`config.mk`:
```
export PLATFORM = sky130hd
export DESIGN_NAME = bus_arbiter_flat
export DESIGN_NICKNAME = d
export VERILOG_FILES = /design/src/rtl/bus_arbiter_if.sv /design/src/rtl/bus_arbiter.sv /design/src/flat_wrapper.sv
export SDC_FILE = /design/constraint.sdc
export NUM_CORES = 1
export LEC_CHECK = 0
export ABC_CLOCK_PERIOD_IN_PS = 4900
export CORE_MARGIN = 8
export CORE_UTILIZATION = 50
export DETAILED_ROUTE_END_ITERATION = 7
export PLACE_DENSITY = 0.78
export SLEW_MARGIN = 10
export SYNTH_ARGS = -nofsm -noshare
export SYNTH_HDL_FRONTEND = slang
export SYNTH_SLANG_ARGS = --single-unit
```
`constraint.sdc`:
```
create_clock -name clk -period 4.9 [get_ports clk]
set_clock_uncertainty 0.15 [all_clocks]
set_input_delay 0.735 -clock clk [delete_from_list [all_inputs] [get_ports clk]]
set_output_delay 0.735 -clock clk [all_outputs]
set_load 0.005 [all_outputs]
```
`src/rtl/bus_arbiter_if.sv`:
```
// Request/grant bundle between the crossbar masters and the arbiter.
// The master side drives requests and the mask; the slave side returns ownership.
interface bus_arbiter_if #(
  parameter int N   = 16,
  parameter int IDW = $clog2(N)
);
  logic [N-1:0]   request;
  logic [N-1:0]   req_mask;
  logic [N-1:0]   grant;
  logic           grant_valid;
  logic [IDW-1:0] grant_id;
  logic [15:0]    hold_cnt;

  modport master (
    output request,
    output req_mask,
    input  grant,
    input  grant_valid,
    input  grant_id,
    input  hold_cnt
  );

  modport slave (
    input  request,
    input  req_mask,
    output grant,
    output grant_valid,
    output grant_id,
    output hold_cnt
  );
endinterface

```
`src/rtl/bus_arbiter.sv`:
```
// Round-robin crossbar arbiter: one owner per transaction,
// with an idle bubble between owners and a saturating hold counter.
module bus_arbiter #(
  parameter int N   = 16,
  parameter int IDW = $clog2(N)
) (
  input logic          clk,
  input logic          rst_n,
  bus_arbiter_if.slave bus
);

  typedef enum logic {
    IDLE,
    OWN
  } state_t;

  state_t         state;
  logic [IDW-1:0] last_id;
  logic [N-1:0]   gnt;
  logic           gnt_vld;
  logic [IDW-1:0] gnt_id;
  logic [15:0]    cnt;

  logic [N-1:0]   elig;
  logic           sel_found;
  logic [IDW-1:0] sel;
  logic [IDW-1:0] idx;

  assign elig = bus.request & bus.req_mask;

  // Find the first eligible master above last_id, wrapping at N.
  always_comb begin
    sel_found = 1'b0;
    sel       = '0;
    idx       = '0;
    for (int k = 1; k <= N; k++) begin
      idx = last_id + IDW'(k);
      if (!sel_found && elig[idx]) begin
        sel_found = 1'b1;
        sel       = idx;
      end
    end
  end

  // Ownership FSM; all outputs are registered here.
  always_ff @(posedge clk) begin
    if (!rst_n) begin
      state   <= IDLE;
      last_id <= IDW'(N - 1);
      gnt     <= '0;
      gnt_vld <= 1'b0;
      gnt_id  <= '0;
      cnt     <= '0;
    end else begin
      unique case (state)
        IDLE: begin
          if (sel_found) begin
            state   <= OWN;
            gnt     <= {{(N-1){1'b0}}, 1'b1} << sel;
            gnt_vld <= 1'b1;
            gnt_id  <= sel;
            last_id <= sel;
            cnt     <= 16'd1;
          end
        end
        OWN: begin
          if (!bus.request[gnt_id]) begin
            state   <= IDLE;
            gnt     <= '0;
            gnt_vld <= 1'b0;
            gnt_id  <= '0;
            cnt     <= '0;
          end else if (cnt != 16'hFFFF) begin
            cnt <= cnt + 16'd1;
          end
        end
        default: begin
          state   <= IDLE;
          gnt     <= '0;
          gnt_vld <= 1'b0;
          gnt_id  <= '0;
          cnt     <= '0;
        end
      endcase
    end
  end

  assign bus.grant       = gnt;
  assign bus.grant_valid = gnt_vld;
  assign bus.grant_id    = gnt_id;
  assign bus.hold_cnt    = cnt;

  a_onehot: assert property (@(posedge clk) $onehot0(gnt));

endmodule

```
`src/flat_wrapper.sv`:
```
// flat-port wrapper written by rule: the top's interface ports become plain ports
module bus_arbiter_flat 
#(
  parameter int N   = 16,
  parameter int IDW = $clog2(N)
)
  (clk, rst_n, bus_request, bus_req_mask, bus_grant, bus_grant_valid, bus_grant_id, bus_hold_cnt);
  bus_arbiter_if #(.N(N), .IDW(IDW)) bus_i ();
  input logic clk;
  input logic rst_n;
  input wire logic [$bits(bus_i.request)-1:0] bus_request;
  input wire logic [$bits(bus_i.req_mask)-1:0] bus_req_mask;
  output wire logic [$bits(bus_i.grant)-1:0] bus_grant;
  output wire logic [$bits(bus_i.grant_valid)-1:0] bus_grant_valid;
  output wire logic [$bits(bus_i.grant_id)-1:0] bus_grant_id;
  output wire logic [$bits(bus_i.hold_cnt)-1:0] bus_hold_cnt;
  assign bus_i.request = bus_request;
  assign bus_i.req_mask = bus_req_mask;
  assign bus_grant = bus_i.grant;
  assign bus_grant_valid = bus_i.grant_valid;
  assign bus_grant_id = bus_i.grant_id;
  assign bus_hold_cnt = bus_i.hold_cnt;
  bus_arbiter #(.N(N), .IDW(IDW)) u_core (.clk(clk), .rst_n(rst_n), .bus(bus_i));
endmodule
```
### After elaboration in Yosys (flattened, before gate mapping)

Cells that the tools add are included.

* bits in registers: 42
* bits of input ports: 34
* output and inout bits: 37

* add/sub/neg operators: 16
* shifts and indexed selects: 1
* magnitude comparators: 17
* bitwise gates (word level): 2
* reductions and logical operators: 33
* mux-type cells: 82
* eq/ne operators: 4

Operators by type and width (number)
* $lt 4x5->1 const B: 17
* $mux 16: 5
* $mux 4: 18
* $bmux 1 s4: 17
* $pmux 16 s2: 2
* $mux 1: 37
* $add 4x4->4 const B: 8
* $add 16x1->16 const B: 1
* $add 4x3->4 const B: 4
* $and 16x16->16: 1
* $ne 16x16->1 const B: 1
* $shl 1x4->16 const A: 1
* $logic_and 1x1->1: 15
* $logic_not 1->1: 15
* $add 4x2->4 const B: 2
* $pmux 4 s2: 1
* $reduce_and 2->1: 3
* $add 4x1->4 const B: 1
* $pmux 1 s2: 2
* $ne 3x3->1 const B: 1
* $ne 2x1->1 const B: 1
* $ne 2x2->1 const B: 1
* $not 1->1: 1

### Longest topological paths before layout

Gate-level depths: netlist of the first run.

* word-level depth: 52
* gate-level depth with buffers: 22
* depth with buffers taken out: 12

### Least setup slack after synthesis of the first run

Ideal clock, no wire load.

* path kind: reg2reg
* from: register u_core.last_id[0]
* to: register u_core.gnt[1] (netlist: u_core.bus.grant[1])
* arrival time: 4.689 ns
* library setup time: 0.117 ns
* clock period less this slack: 4.956 ns
* cell stages (with the launch flop): 21
* path buffers: 10
* setup slack: -0.056 ns
* cells stage by stage: dfxtp_1 buf_6 buf_12 buf_12 buf_12 buf_6 buf_2 buf_2 inv_1 ha_1 clkbuf_2 buf_1 mux4_2 mux2i_4 mux2_2 o221ai_1 mux2i_1 or4_4 a31o_1 buf_2 a32o_1

* longest elaborated chain between the ends: 52
* elaborated cells on any way between the ends: 114
* those cells by class: 15 x add/sub; 1 x eq/ne; 1 x shift; 66 x mux; 31 x reduce/logical

RTL lines
* from (decl): RTL line bus_arbiter.sv:18 `logic [IDW-1:0] last_id;`
* from (signal assigned): RTL line bus_arbiter.sv:49 `last_id <= IDW'(N - 1);`
* from (signal assigned): RTL line bus_arbiter.sv:62 `last_id <= sel;`
* $add 4x1->4: RTL line bus_arbiter.sv:37 `idx = last_id + IDW'(k);`
* $bmux 1 s4: RTL line bus_arbiter.sv:38 `if (!sel_found && elig[idx]) begin`
* $mux 1 (implied by the code): RTL line bus_arbiter.sv:38
* $mux 1: RTL line bus_arbiter.sv:38
* $logic_not 1->1: RTL line bus_arbiter.sv:38
* $logic_and 1x1->1: RTL line bus_arbiter.sv:38
* $mux 1: RTL line bus_arbiter.sv:38
* $logic_not 1->1: RTL line bus_arbiter.sv:38
* (+36 left out)
* $logic_and 1x1->1: RTL line bus_arbiter.sv:38
* $mux 1: RTL line bus_arbiter.sv:38
* $logic_not 1->1: RTL line bus_arbiter.sv:38
* $logic_and 1x1->1: RTL line bus_arbiter.sv:38
* $mux 4: RTL line bus_arbiter.sv:38
* $shl 1x4->16: RTL line bus_arbiter.sv:59 `gnt <= {{(N-1){1'b0}}, 1'b1} << sel;`
* $mux 16: RTL line bus_arbiter.sv:57 `if (sel_found) begin`
* $pmux 16 s2: RTL line bus_arbiter.sv:55 `unique case (state)`
* to (signal assigned): RTL line bus_arbiter.sv:59
* to (decl): RTL line bus_arbiter.sv:19 `logic [N-1:0] gnt;`

Parallel ways exist; a longest one is shown, timed or not. The select of a mux whose other input is x is not followed.
A chain may end at the register's enable or synchronous reset.

### Final worst setup path of the first run

* from: register u_core.last_id[1]
* to: register u_core.gnt[15] (netlist: u_core.bus.grant[15])

Same word-level chain as after synthesis.

==> flow_metrics.env, run 1 <==
export IMPL_worstSkewPairLatency_ns=0.30
export IMPL_antenna_found_initial=0
export IMPL_rsz0062_at_grt="no"
export IMPL_fmax_ghz=0.2230
export IMPL_synthArstFlopShare=0
export IMPL_cp_end_kind="flop"
export IMPL_synth_nets=583
export IMPL_num_vias=4850
export IMPL_critPathKind="flop to flop"
export IMPL_io_buffers=70
export IMPL_h_tree_depth=2
export IMPL_period_minus_slack_ns=4.484
export IMPL_synth_edf_count=0
export IMPL_hp_class="flop to flop"
export IMPL_drive_gt1_frac=0.1503
export IMPL_synth_ff_type="dfxtp_1"
export IMPL_wire_per_inst_um=20.59
export IMPL_dp_cells=702
export IMPL_stdcell_count=710
export IMPL_cts_repair_resized=0
export IMPL_ys_types=87
export IMPL_grt_use_total=0.2283
export IMPL_dieArea_mm2=0.01248
export IMPL_insertedDiodeCount=0
export IMPL_start_util=0.5052
export IMPL_post_dp_hpwl_um=11400
export IMPL_cts_made_buffers=5
export IMPL_relSlewSlack=0.4423
export IMPL_arrival_ns=4.54
export IMPL_overflow=0
export IMPL_die_h_um=111.7
export IMPL_row_count=35
export IMPL_synthCells=541
export IMPL_via_per_inst=6.831
export IMPL_layout_common_cells="nand2_1 (75), clkdlybuf4s50_1 (70), dfxtp_1 (41)"
export IMPL_ios=71
export IMPL_seq_area_frac_synth=0.1836
export IMPL_cts_sinks=42
export IMPL_yosysTopAreaCell="dfxtp_1"
export IMPL_drt_total_wl_um=14620
export IMPL_required_ns=4.96
export IMPL_drv_slew=0
export IMPL_post_cts_buffers=0
export IMPL_postSynthAreaPerCell_um2=8.465
export IMPL_status="complete, no violations"
export IMPL_core_mm2=0.009065
export IMPL_grt_pass1_vias=4545
export IMPL_die_w_um=111.7
export IMPL_area_growth_pct=18.77
export IMPL_first_pass_iters=4
export IMPL_hold_violations=0
export IMPL_n_fill_cell=799
export IMPL_grt_max_degree=79
export IMPL_final_common_cell="nand2_1"
export IMPL_worstMarginPinSlew_ns=0.8366
export IMPL_clock_path_buffers=2
export IMPL_synth_area_mm2=0.004579
export IMPL_startpoint_type="flop"
export IMPL_grt_first_pass_wirelength_um=23780
export IMPL_cts_clk_slew_worst_paths_ns=0.09
export IMPL_crit_fanout=24
export IMPL_drcViolationCount=0
export IMPL_tns_ns=0
export IMPL_gp_congestion=0.9959
export IMPL_final_setup_viol_count=0
export IMPL_ant_nets=0
export IMPL_min_period_over_period=0.9152
export IMPL_ys_seq_elements=42
export IMPL_synth_area_leaders="dfxtp_1 (18%), mux4_2 (10%), nand2_1 (6.1%), xnor2_1 (3.4%), o21ai_0 (3.2%)"
export IMPL_cts_root_buffer="clkbuf_8"
export IMPL_synth_warnings=0
export IMPL_hold_buffers=0
export IMPL_synth_top_area_frac=0.1836
export IMPL_fin_nets=640
export IMPL_drt_first_iter_violations=621
export IMPL_cts_tree="done"
export IMPL_max_cap_viol_count=0
-- synth_stat cells, types with 5 or more instances --
master	instances
and3_1	6
nand3_1	24
buf_2	12
nor2b_1	6
o22ai_1	10
ha_1	8
or2_2	5
o21ai_0	29
o2111ai_1	12
nor3_1	9
a21boi_0	9
nor2_1	35
mux4_2	21
nand4_1	13
mux2i_1	14
mux2_2	12
dfxtp_1	42
xnor2_1	18
and2_1	5
nand4b_1	8
inv_1	7
a21oi_1	16
o31ai_1	12
o211ai_1	13
nand2_1	75
clkbuf_1	14
-- worst paths after layout --
check                       startpoint              endpoint  slack (ns)  cells after the start
hold reg to reg   u_core.bus.grant[11]  u_core.bus.grant[11]        0.31                      2
setup reg to reg     u_core.last_id[1]  u_core.bus.grant[15]        0.42                     12
hold / removal    u_core.bus.grant[11]  u_core.bus.grant[11]        0.31                      2
setup / recovery     u_core.last_id[1]  u_core.bus.grant[15]        0.42                     12
-- state kept, by name (all words and copies together) (netlist names) --
| signal | flops |
|---|---|
| u_core.bus.grant | 16 |
| u_core.bus.hold_cnt | 16 |
| u_core.bus.grant_id | 4 |
| u_core.last_id | 4 |
| u_core.bus.grant_valid | 1 |
| u_core.state | 1 |
-- logic make-up (layout without fill, tap and decap cells) --
family / Yosys count / in the layout / share of synthesized area
AO/OA/AOI/OAI: 160 / 160 / 0.2642
XOR/XNOR: 22 / 22 / 0.04536
adder cells (fa/ha/maj): 8 / 8 / 0.02186
buffers and inverters: 43 / 101 / 0.05355
flip-flops: 42 / 42 / 0.1836
multiplexers: 52 / 52 / 0.1869
AND/OR/NAND/NOR: 214 / 214 / 0.2445
-- per-layer routing --
metal	track usage	up-vias	wire [µm]
met1	0.3031	2316	6264
met2	0.3481	263	6502
met3	0.06764	35	1530
met5	0	-	0
li1	-	2236	-
met4	0.06746	0	323
-- worst max-delay path, cell delays in order, from the launching register on --
cell and delay (ns):
dfxtp_1 0.35, inv_2 0.06, ha_1 0.83, nand4bb_1 0.23, nand4_1 0.24, a22oi_1 0.28
o21a_1 0.30, and4_1 0.41, nand4_4 0.20, o41ai_4 0.56, and2_1 0.55, nand2_1 0.12
o31ai_1 0.09
-- per-stage QoR --
stage / hold WS, ns / util / cell area [µm²] / worst slack [ns]
final: 0.3138 / 0.6000 / 5439 / 0.4155
after global routing: 0.3466 / 0.6000 / 5439 / 0.2348
after CTS: 0.3199 / 0.6000 / 5439 / 0.5669
after detailed placement: 0.2990 / 0.5876 / 5326 / 0.3695
after global placement: 0.2928 / 0.5876 / 5326 / 0.4237
after floorplan: 0.2995 / - / 4581 / 0.07664
-- final cells by class --
| type | instances | area (µm²) | share of cell area |
|---|---|---|---|
| multi-input cells | 456 | 3493 | 0.6423 |
| well taps | 111 | 138.9 | 0.02553 |
| inverters | 9 | 33.78 | 0.006211 |
| clock buffers | 5 | 68.82 | 0.01265 |
| flip-flops and latches | 42 | 842.1 | 0.1548 |
| repair buffers | 84 | 818.3 | 0.1504 |
| clock inverters | 3 | 43.79 | 0.008052 |
Power of run 1 is not shown: default switching activity piles up to over one toggle a cycle in this logic, so the estimate is an artifact.
==> run 2: changes to the inputs <==
--- a/config.mk
+++ b/config.mk
@@ -9,6 +9,7 @@
 export CORE_MARGIN = 8
 export CORE_UTILIZATION = 50
 export DETAILED_ROUTE_END_ITERATION = 7
+export HOLD_SLACK_MARGIN = 0.06
 export PLACE_DENSITY = 0.78
 export SLEW_MARGIN = 10
 export SYNTH_ARGS = -nofsm -noshare
==> results of run 2 <==
Final layout, timing and power as in run 1 (identical DEF).
Power of run 2 is left out for the same reason.
